$ cat config.mk
export PLATFORM = sky130hd
export DESIGN_NAME = mdr_bin2bcd_seq
export DESIGN_NICKNAME = d
export VERILOG_FILES = /design/src/rtl/mdr_bin2bcd_seq.sv
export SDC_FILE = /design/constraint.sdc
export NUM_CORES = 1
export LEC_CHECK = 0
export CAP_MARGIN = 20
export CELL_PAD_IN_SITES_DETAIL_PLACEMENT = 2
export CELL_PAD_IN_SITES_GLOBAL_PLACEMENT = 2
export CORE_MARGIN = 3
export CORE_UTILIZATION = 33
export DETAILED_ROUTE_END_ITERATION = 6
export PLACE_DENSITY = 0.77
export SYNTH_ARGS = -nofsm -noshare
export SYNTH_HDL_FRONTEND = slang
export SYNTH_SLANG_ARGS = --single-unit
$ cat constraint.sdc
create_clock -name clk -period 2.08 [get_ports clk]
set_clock_uncertainty 0.15 [all_clocks]
set_input_delay 0.208 -clock clk [delete_from_list [all_inputs] [get_ports clk]]
set_output_delay 0.208 -clock clk [all_outputs]
set_load 0.01 [all_outputs]
$ cat src/rtl/mdr_bin2bcd_seq.sv
// mdr_bin2bcd_seq: sequential binary-to-BCD converter (shift-and-add-3, one bit per clock).
// Sits between the MDR datapath and the 7-segment decoders.
// Optional feature macro: BCD_SIGN_EN -- treat data_i as two's complement, convert the
// magnitude and publish the sign on sign_o. Without it data_i is unsigned and sign_o is 0.
// Reset is synchronous and active-low on rst_n.

module mdr_bin2bcd_seq #(
  parameter int unsigned W_DATA   = 16,
  parameter int unsigned N_DIGITS = 5
) (
  input  logic                  clk,
  input  logic                  rst_n,
  input  logic                  start_i,
  input  logic [W_DATA-1:0]     data_i,
  output logic                  ready_o,
  output logic                  busy_o,
  output logic                  done_o,
  output logic [4*N_DIGITS-1:0] bcd_o,
  output logic                  sign_o
);

  localparam int unsigned WBcd  = 4;
  localparam int unsigned WScr  = WBcd * N_DIGITS;
  localparam int unsigned CntW  = (W_DATA > 1) ? $clog2(W_DATA) : 1;
  localparam logic [CntW-1:0] CntLast = CntW'(W_DATA - 1);

  typedef enum logic [1:0] {
    StIdle,
    StShift,
    StDone
  } state_e;

  state_e            state_q, state_d;
  logic [CntW-1:0]   cnt_q, cnt_d;
  logic [W_DATA-1:0] shift_q, shift_d;
  logic [WScr-1:0]   scratch_q, scratch_d;
  logic [WScr-1:0]   bcd_q, bcd_d;

  logic [W_DATA-1:0] operand;
  logic [WScr-1:0]   scratch_adj;
  logic [WScr-1:0]   scratch_sh;
  logic [W_DATA-1:0] shift_sh;
  logic              last_iter;

`ifdef BCD_SIGN_EN
  logic sign_lat_q, sign_lat_d;
  logic sign_q, sign_d;

  // Magnitude as W_DATA-bit unsigned, so the most negative value maps to 2^(W_DATA-1).
  always_comb begin
    operand = data_i;
    if (data_i[W_DATA-1]) begin
      operand = ~data_i + {{(W_DATA-1){1'b0}}, 1'b1};
    end
  end
`else
  // Unsigned build: the operand is the input word as-is.
  always_comb begin
    operand = data_i;
  end
`endif

  // Per-digit add-3 on digits >= 5; no carry between digits, so each digit stays <= 12.
  always_comb begin
    scratch_adj = scratch_q;
    for (int i = 0; i < int'(N_DIGITS); i++) begin
      if (scratch_q[WBcd*i +: WBcd] >= 4'd5) begin
        scratch_adj[WBcd*i +: WBcd] = scratch_q[WBcd*i +: WBcd] + 4'd3;
      end
    end
  end

  // One double-dabble step: {scratch, shift} shifted left by one after the adjust.
  always_comb begin
    scratch_sh = {scratch_adj[WScr-2:0], shift_q[W_DATA-1]};
    shift_sh   = {shift_q[W_DATA-2:0], 1'b0};
    last_iter  = (cnt_q == CntLast);
  end

  // Next-state logic for the FSM and the conversion datapath.
  always_comb begin
    state_d   = state_q;
    cnt_d     = cnt_q;
    shift_d   = shift_q;
    scratch_d = scratch_q;
    bcd_d     = bcd_q;
`ifdef BCD_SIGN_EN
    sign_lat_d = sign_lat_q;
    sign_d     = sign_q;
`endif
    case (state_q)
      StIdle: begin
        if (start_i) begin
          shift_d   = operand;
          scratch_d = '0;
          cnt_d     = '0;
`ifdef BCD_SIGN_EN
          sign_lat_d = data_i[W_DATA-1];
`endif
          state_d   = StShift;
        end
      end
      StShift: begin
        shift_d   = shift_sh;
        scratch_d = scratch_sh;
        if (last_iter) begin
          // Publish only the completed result; bcd_o never shows partial values.
          bcd_d   = scratch_sh;
`ifdef BCD_SIGN_EN
          sign_d  = sign_lat_q;
`endif
          state_d = StDone;
        end else begin
          cnt_d = cnt_q + 1'b1;
        end
      end
      StDone: begin
        state_d = StIdle;
      end
      default: begin
        state_d = StIdle;
      end
    endcase
  end

  // State and datapath registers with synchronous active-low reset.
  always_ff @(posedge clk) begin
    if (!rst_n) begin
      state_q   <= StIdle;
      cnt_q     <= '0;
      shift_q   <= '0;
      scratch_q <= '0;
      bcd_q     <= '0;
    end else begin
      state_q   <= state_d;
      cnt_q     <= cnt_d;
      shift_q   <= shift_d;
      scratch_q <= scratch_d;
      bcd_q     <= bcd_d;
    end
  end

`ifdef BCD_SIGN_EN
  // Sign latched at start and published alongside the digits.
  always_ff @(posedge clk) begin
    if (!rst_n) begin
      sign_lat_q <= 1'b0;
      sign_q     <= 1'b0;
    end else begin
      sign_lat_q <= sign_lat_d;
      sign_q     <= sign_d;
    end
  end

  assign sign_o = sign_q;
`else
  assign sign_o = 1'b0;
`endif

  // Status outputs decoded from the state; done_o is the single DONE cycle.
  always_comb begin
    ready_o = (state_q == StIdle);
    busy_o  = (state_q == StShift) || (state_q == StDone);
    done_o  = (state_q == StDone);
    bcd_o   = bcd_q;
  end

endmodule
; After elaboration in Yosys (flattened, before gate mapping)
; Cells that the tools add are included.
[word_totals]
ramBits = 0
word_cells = 44
latch_bits = 0
memories = 0
regBits = 62
out_inout_bits = 24
mem_bits_ro = 0
in_bits = 19
[op_classes]
shifts = 0
bitwise_logic = 0
n_lt_le_gt_ge = 5
n_eq_ne = 6
n_div = 0
multipliers = 0
reduce_logical = 7
n_addsub = 6
mux = 15
[ops]
columns = op, count
row1 = case mux 20 bit (2 select lines), 1
row2 = case mux 16 bit (2 select lines), 1
row3 = 2-to-1 mux 4 bit, 6
row4 = >= comparator 4 x 3 -> 1 bit (second input constant), 5
row5 = 2-to-1 mux 20 bit, 1
row6 = adder 4 x 2 -> 4 bit (second input constant), 4
row7 = 2-to-1 mux 16 bit, 1
row8 = case mux 4 bit (2 select lines), 1
row9 = != test 2 bit (second input constant), 3
row10 = AND reduction 2 bit, 3
row11 = adder 4 x 1 -> 4 bit (second input constant), 1
row12 = equality test 4 bit (second input constant), 1
row13 = 2-to-1 mux 2 bit, 2
row14 = case mux 2 bit (2 select lines), 1
row15 = adder 3 x 2 -> 3 bit (second input constant), 1
row16 = 2-to-1 mux 3 bit, 1
row17 = AND reduction 3 bit, 1
row18 = equality test 2 x 1 -> 1 bit (second input constant), 1
row19 = equality test 2 bit (second input constant), 1
row20 = logical NOT 2 bit, 1
row21 = nonzero test 2 bit, 1
row22 = logical OR 1 bit, 1

; Logic depth before layout (Yosys ltp)
; Gate-level depths: netlist of run 1.
[logic_depth]
depth_word = 3
ltp_mapped = 8
ltp_nobuf = 6

; Worst setup path before layout of run 1
; No wires, ideal clock.
[synth_timing]
path_kind = reg-to-reg
start = reg state_q[1]
end = reg shift_q[12]
required_time_ns = 1.790
arrival_time_ns = 1.461
setup_slack_ns = 0.329
stages_incl_launch_ff = 8
setup_ns = 0.140
cell_sequence = dfxtp_1 inv_1 ha_1 mux2_4 buf_6 buf_6 nor2_1 a211oi_2
[synth_via]
elab_chain_cells = 3
[synth_rtl]
columns = element, line
row1 = from (decl), 33  ; state_e state_q, state_d;
row2 = from (signal assigned), 129  ; state_q <= StIdle;
row3 = from (signal assigned), 135  ; state_q <= state_d;
row4 = logical NOT 2 bit *, -
row5 = named net ready_o, 15  ; output logic ready_o,
row6 = != test 2 bit (no source line) / nonzero test 2 bit (equally long branches), -
row7 = AND reduction 2 bit (no source line), -
row8 = to (signal assigned), 137  ; shift_q <= shift_d;
row9 = to (decl), 35  ; logic [W_DATA-1:0] shift_q, shift_d;
; The timed path passes the listed nets; every way through them passes the cells marked *.
; A chain may end at the register's enable or synchronous reset.

; Final worst setup path of run 1
[layout_timing]
start = reg state_q[0]
end = out busy_o
[layout_via]
elab_chain_cells = 2
[layout_rtl]
columns = element, line
row1 = equality test 2 x 1 -> 1 bit / equality test 2 bit (equally long branches), 163  ; busy_o = (state_q == StShift) || (state_q == StDone);
row2 = logical OR 1 bit *, 163
row3 = to (decl), 16  ; output logic busy_o,
; Every way passes the cells marked *; elsewhere a longest branch is shown, timed or not.

==> summary.md, run 1 <==
| Metric | Value |
|---|---|
| Worst path required time | roughly 1.7 ns |
| IO Count | 43 |
| Die width | approximately 100 um |
| Placement Rows | 34 |
| Leak | roughly 1.3 nW |
| Critical path peak fanout | 3 |
| Post-layout util | roughly 43% |
| Post-synth EDFFs | 0 |
| CP delay by family, top | buffers and inverters |
| Largest net degree at the start of global routing | 38 |
| Initial antenna violation count | 0 |
| GPL Wtd Cong | about 0.72 |
| Final Max Tran Viols | 0 |
| Endpoints failing setup | 0 |
| Area growth, synth to finish | 26.65% |
| Gr ovfl total | 0 |
| Ys flop type | dfxtp_1 |
| Slowest library cell on the worst path | clkdlybuf4s50_1 |
| Netlist Area Pre-Place | a little under 0.003 sq mm |
| Vias in the first global route | roughly 2,800 |
| Clock root buffer | clkbuf_8 |
| FFs w/ async S/R, synth | 0% |
| Fin crit period | 2.002 ns |
| Worst-path clk slew | 0.07 ns |
| CP Launch Type | flop |
| Worst Path Buf+Inv | 2 |
| Hpwl dp | between 5000 and 6000 um |
| DRT Pass-1 Iters | 4 |
| Final worst setup slack | 0.07814 ns |
| Worst reg2reg startpoint | scratch_q[4]$_SDFFE_PN0P_ |
| Fmax | between 0.4 and 0.5 GHz |
| CP Cell Sequence | inv_1, ha_2, clkdlybuf4s50_1 |
| Layout cells sized above 1 | between 15 and 20% |
| Worst setup startpoint | state_q[0]$_SDFFE_PN0P_ |
| Power density cells | between 700 and 800 mW/mm^2 |
| Post-Syn Nets | between 300 and 400 |
| Setup crit end kind | output port |
| DP Cell Count | between 400 and 500 |
| Hold buffers post-CTS | 0 |
| Synthesis Warnings | 0 |
| Post-DR vias/cell | around 5.3 |
| CTS Buf Count | 9 |
| CP max stage delay | 0.53 ns |
| Reg2Reg Depth | 6 |
| Critical path capture point | busy_o |
| Register area share after synthesis | 41.63% |
| Core area | between 0.008 and 0.009 sq mm |
| DRC Markers | 0 |
| H-tree levels | 3 |
| Max rail drop VDD | around 0.34 mV |
| Synth cell types | 38 |
| Finished Layout Cells | around 490 |
| Hold slack | ~0.32 ns |
| Starting density of the core | between 30% and 40% |
| All-Layer GR Usage | between 10% and 20% |
| Yosys reg bits | 62 |
| Hold/Removal Path Class | flop to flop |
| ANT cells | 0 |
| Setup TNS | 0 ns |
| DIE HEIGHT | slightly above 100 um |
| CP Class | flop to output port |
| Vias post-DR | roughly 2,600 |
| Final Hold Violating Endpoints | 0 |
| Worst slack, placed | approximately 0.12 ns |
| Drt wl/cell | between 15 and 20 um |
| Post-synth top area cell | dfxtp_1 |
| Stages on the worst setup path | 3 |
| Antenna-violating nets left | 0 |
| Period utilization | a little over nine tenths |
| CTS tree | built |
| Starting DRT DRC Count | a little over 50 |
| Reg2Reg Setup Slack | 0.17 ns |
| Worst reg2reg endpoint | scratch_q[6]$_SDFFE_PN0P_ |
| Status | finished clean |
| WL final | between 8000 and 9000 um |
| Worst EP arrival | about 1.6 ns |
| Max Root-Sink Buffers | 2 |
| Die area | roughly 0.010 sq mm |
| First-pass GRT wire length | about 14,000 um |
| Synthesized instance count | 327 |
| CTS Sinks | between 60 and 70 |
| Post-Syn Area per Cell | a little over 9 sq um |
| Fin nets | around 410 |
| Synth top area share | around two fifths |
| Max cap viols | 0 |
| Worst-skew pair later-pin latency | roughly 0.34 ns |
| IO Port Bufs | 41 |
| Top post-synthesis cells by area | dfxtp_1, a211oi_2, o21ai_0 |
placed cells by master, fill, tap and decap left out, types with 2 or more instances in the layout:
cell type	instances
buf_4	10
mux2_2	4
a21oi_1	25
a211oi_2	15
o22ai_1	5
clkinvlp_4	2
clkdlybuf4s50_1	41
nor2_1	19
nand3_1	20
ha_2	2
nand2b_1	6
a21oi_2	3
o21ai_0	37
inv_1	14
nor3b_1	9
o31a_1	6
buf_12	3
mux2i_1	17
xnor2_1	6
dfxtp_1	62
nand2_1	26
clkbuf_8	12
nand4_1	3
ha_1	12
worst reg2reg max path: cells and delay by family (launching register included):
kind	cells	cell delay, ns
buffers and inverters	1	0.12
AND/OR/NAND/NOR	1	0.12
AO/OA/AOI/OAI	2	0.43
adder cells (fa/ha/maj)	1	0.28
multiplexers	1	0.38
flip-flops	1	0.35
registers in the layout, indices dropped and copies added, names as in the netlist:
register and count:
bcd_o 20, state_q 2, cnt_q 4, shift_q 16, scratch_q 20
worst min-delay path by stage:
stage	startpoint	end	cells after the start
4_1_cts	shift_q[0]$_SDFFE_PN0P_	shift_q[0]$_SDFFE_PN0P_	2
2_1_floorplan	data_i[0]	shift_q[0]$_SDFFE_PN0P_	2
6_report	shift_q[0]$_SDFFE_PN0P_	shift_q[0]$_SDFFE_PN0P_	2
3_5_place_dp	shift_q[0]$_SDFFE_PN0P_	shift_q[0]$_SDFFE_PN0P_	2
5_1_grt	bcd_o[5]$_SDFFE_PN0P_	bcd_o[5]$_SDFFE_PN0P_	2
3_3_place_gp	bcd_o[0]$_SDFFE_PN0P_	bcd_o[0]$_SDFFE_PN0P_	2
cell usage after synthesis, drive strengths merged, types with 9 or more instances:
cell and count:
dfxtp 62, o21ai 37, a21oi 28, nand2 27, nand3 20, nor2 20, mux2i 17, a211oi 16
buf 14, ha 14, inv 14, nor3b 9
cell families after synthesis:
family	synth area share [%]
other	0.1258
buffers and inverters	5.665
and+or+nand+nor	15.28
AOI/OAI and AO/OA	21.65
adders and majority gates	5.875
muxes	7.721
xor gates and xnor gates	2.056
DFF	41.63
power breakdown:
group | total [mW] | switching (mW) | leakage, nW | internal (mW)
clock network | 1.16 | 0.502 | 0.105 | 0.653
registers | 1.25 | 0.0239 | 0.503 | 1.23
logic | 0.347 | 0.189 | 0.689 | 0.158
total | 2.75 | 0.714 | 1.30 | 2.04
stage by stage:
step | total power, mW | cell area [sq um]
after CTS | 2.796 | 3767
after floorplan | 1.507 | 2982
after global placement | 1.608 | 3546
final | 2.752 | 3776
after global routing | 2.894 | 3776
after detailed placement | 1.626 | 3546
layout make-up:
| type | count | area, sq um |
|---|---|---|
| Fill cell | 976 | 4987 |
| Multi-Input combinational cell | 231 | 1583 |
| Sequential cell | 62 | 1241 |
| Timing Repair Buffer | 54 | 545.5 |
| Clock buffer | 12 | 165.2 |
| Tap cell | 108 | 135.1 |
| Clock inverter | 4 | 53.80 |
| Inverter | 14 | 52.55 |
what timing repair did:
action                     4_1_cts  5_1_grt
hold endpoints to repair         0        0
setup buffers                    0        0
setup endpoints to repair        1        9
gates resized for setup          1        3
pin swaps                        0        0
per-layer routing:
layer,track usage [%],up-vias,routed length (um)
met4,6.851,0,163
met5,0,-,0
met2,31.24,40,4257
met1,21.85,1252,3910
met3,3.322,14,258
li1,-,1258,-
Note: power is estimated with default switching activity, not from simulation.
==> run 2, diff against run 1 <==
- CORE_UTILIZATION: 33 -> 30
- PLACE_DENSITY: 0.77 -> 0.73
- clock period: 2.08 -> 1.6 ns (I/O delays scaled with it)
==> summary.md, run 2 (synthesis gave the netlist of run 1 again) <==
| Metric | Value |
|---|---|
| Status | finished with violations (was finished clean) |
| Failing checks | negative setup slack |
| Finished Layout Cells | 561 (was 485) |
| CP Class | flop to flop (was flop to output port) |
| Hold/Removal Path Class | flop to flop (unchanged) |
| Setup crit end kind | flop (was output port) |
| Post-route design area | 0.004818 sq mm (was 0.003776 sq mm) |
| Worst path required time | 1.73 ns (was 1.72 ns) |
| Initial antenna violation count | 0 (unchanged) |
| DRC Markers | 0 (unchanged) |
| Post-layout util | 50.94% (was 43.09%) |
| Clock root buffer | clkbuf_8 (unchanged) |
| Final worst setup slack | -0.1872 ns (was 0.07814 ns) |
| Vias in the first global route | 3,297 (was 2,795) |
| Vias post-DR | 2,917 (was 2,564) |
| Power density cells | 768.6 mW/mm^2 (was 728.8 mW/mm^2) |
| Placement Rows | 35 (was 34) |
| Worst-path clk slew | 0.08 ns (was 0.07 ns) |
| CTS tree | built (unchanged) |
| Hpwl dp | 6846 um (was 5826 um) |
| Metal-1 WL | 5064 um (was 3910 um) |
| Max Root-Sink Buffers | 2 (unchanged) |
| CP Launch Type | flop (unchanged) |
| Placed cell areas | 0.003944 sq mm (was 0.003546 sq mm) |
| Area growth, synth to finish | 61.60% (was 26.65%) |
| DRT Pass-1 Iters | 4 (unchanged) |
| Core area | 0.009459 sq mm (was 0.008763 sq mm) |
| First-pass GRT wire length | 17,610 um (was 14,410 um) |
| Die area | 0.01117 sq mm (was 0.01021 sq mm) |
| Setup TNS | -2.782 ns (was 0 ns) |
| Reg2Reg Depth | 7 (was 6) |
| Met3 wire len | 544 um (was 258 um) |
| Power Total | 3.703 mW (was 2.752 mW) |
| Unrepaired setup endpoints after global routing | yes |
| Critical path peak fanout | 7 (was 3) |
| Final Max Tran Viols | 0 (unchanged) |
| Antenna-violating nets left | 0 (unchanged) |
| H-tree levels | 3 (unchanged) |
| WL final | 12,650 um (was 8589 um) |
| GPL Wtd Cong | 0.7546 (was 0.7223) |
| Starting density of the core | 31.52% (was 34.02%) |
| Drt wl/cell | 22.54 um (was 17.71 um) |
| Final Hold Violating Endpoints | 0 (unchanged) |
| Max cap viols | 0 (unchanged) |
| Fin nets | 461 (was 405) |
| ANT cells | 0 (unchanged) |
| All-Layer GR Usage | 20.02% (was 17.97%) |
| Post-DR vias/cell | 5.200 (was 5.287) |
| Max rail drop VDD | 0.4198 mV (was 0.3438 mV) |
| WL met2 | 6772 um (was 4257 um) |
| Fmax | around 0.56 GHz |
| Endpoints failing setup | 52 (was 0) |
| DIE HEIGHT | 105.7 um (was 101.1 um) |
| Fin crit period | between 1.5 and 2 ns |
| Largest net degree at the start of global routing | 29 (was 38) |
| IO Port Bufs | 41 (unchanged) |
| CTS Sinks | 62 (unchanged) |
| DP Cell Count | 528 (was 469) |
| Worst EP arrival | 1.91 ns (was 1.64 ns) |
| Commonest non-fill, non-tap cells in the layout | buf_4, dfxtp_1, clkdlybuf4s50_1 (was dfxtp_1, clkdlybuf4s50_1, o21ai_0) |
| Top Layer Used | met4 (unchanged) |
| Gr ovfl total | 0 (unchanged) |
| Commonest non-fill, non-tap cell in the layout | buf_4 (was dfxtp_1) |
| Hold buffers post-CTS | 0 (unchanged) |
| Worst-skew pair later-pin latency | 0.36 ns (was 0.34 ns) |
| Leak | 1.941 nW (was 1.297 nW) |
| Die width | 105.7 um (was 101.1 um) |
| Min-Delay Path Depth | 2 (unchanged) |
| Starting DRT DRC Count | 62 (was 51) |
| Period utilization | 111.7% |
| Layout cells sized above 1 | 50.23% (was 15.65%) |
| CTS Buf Count | 9 (unchanged) |
| IO Count | 43 (unchanged) |
[run 2: cell count changes in the layout (fill, tap and decap cells not counted), moves of 12 or more]
cell	previous run	this run
buf_4	10	53
o21ai_0	37	9
o21ai_1	0	18
clkdlybuf4s50_1	41	26
nor2_1	19	4
nand2_1	26	13
a21oi_1	25	13
dfxtp_1	62	50
dlymetal6s2s_1	0	12
nor2_2	1	13
[run 2: power by group]
group / internal [mW] / switching, mW / leakage [nW] / total (mW)
Clock: 0.749 / 0.677 / 0.0952 / 1.43
Sequential: 1.59 / 0.0468 / 0.510 / 1.64
Combinational: 0.306 / 0.332 / 1.34 / 0.638
Total: 2.65 / 1.06 / 1.94 / 3.70
[run 2: worst paths after layout]
| kind | slack (ns) | end | startpoint |
|---|---|---|---|
| min reg2reg | 0.33 | bcd_o[5]$_SDFFE_PN0P_ | bcd_o[5]$_SDFFE_PN0P_ |
| min | 0.33 | bcd_o[5]$_SDFFE_PN0P_ | bcd_o[5]$_SDFFE_PN0P_ |
| max reg2reg | -0.19 | scratch_q[18]$_SDFFE_PN0P_ | state_q[0]$_SDFFE_PN0P_ |
| max | -0.19 | scratch_q[18]$_SDFFE_PN0P_ | state_q[0]$_SDFFE_PN0P_ |
[run 2: metrics by stage]
stage	setup slack, ns	hold slack (ns)
after floorplan	-0.01412	0.1745
after global placement	-0.1029	0.3040
after detailed placement	-0.1882	0.3138
after CTS	-0.07896	0.3231
after global routing	-0.2414	0.3427
final	-0.1872	0.3328
[run 2: layout make-up]
type,count,area (sq um)
Clock buffer,11,141.4
Clock inverter,4,47.55
Inverter,14,60.06
Tap cell,129,161.4
Fill cell,982,4641
Sequential cell,62,1261
Multi-Input combinational cell,231,2071
Timing Repair Buffer,110,1076
[run 2: worst max-delay path: stages, from the launching register on]
cell	delay, ns
dfxtp_4	0.39
inv_4	0.05
ha_4	0.18
mux2_4	0.38
nor2_4	0.17
buf_8	0.17
nand2_2	0.09
o21ai_1	0.13
[run 2: repair_timing]
item,in CTS,in global routing
endpoints found under the setup margin,53,65
setup buffers,11,6
pin swaps,11,31
hold endpoints to repair,0,0
resized for setup,78,99
gates cloned,1,2
[run 2: layer usage]
| layer | track usage (%) | vias up |
|---|---|---|
| met5 | 0 | - |
| met4 | 7.123 | 0 |
| met3 | 3.429 | 24 |
| met2 | 36.61 | 70 |
| met1 | 23.32 | 1464 |
| li1 | - | 1359 |
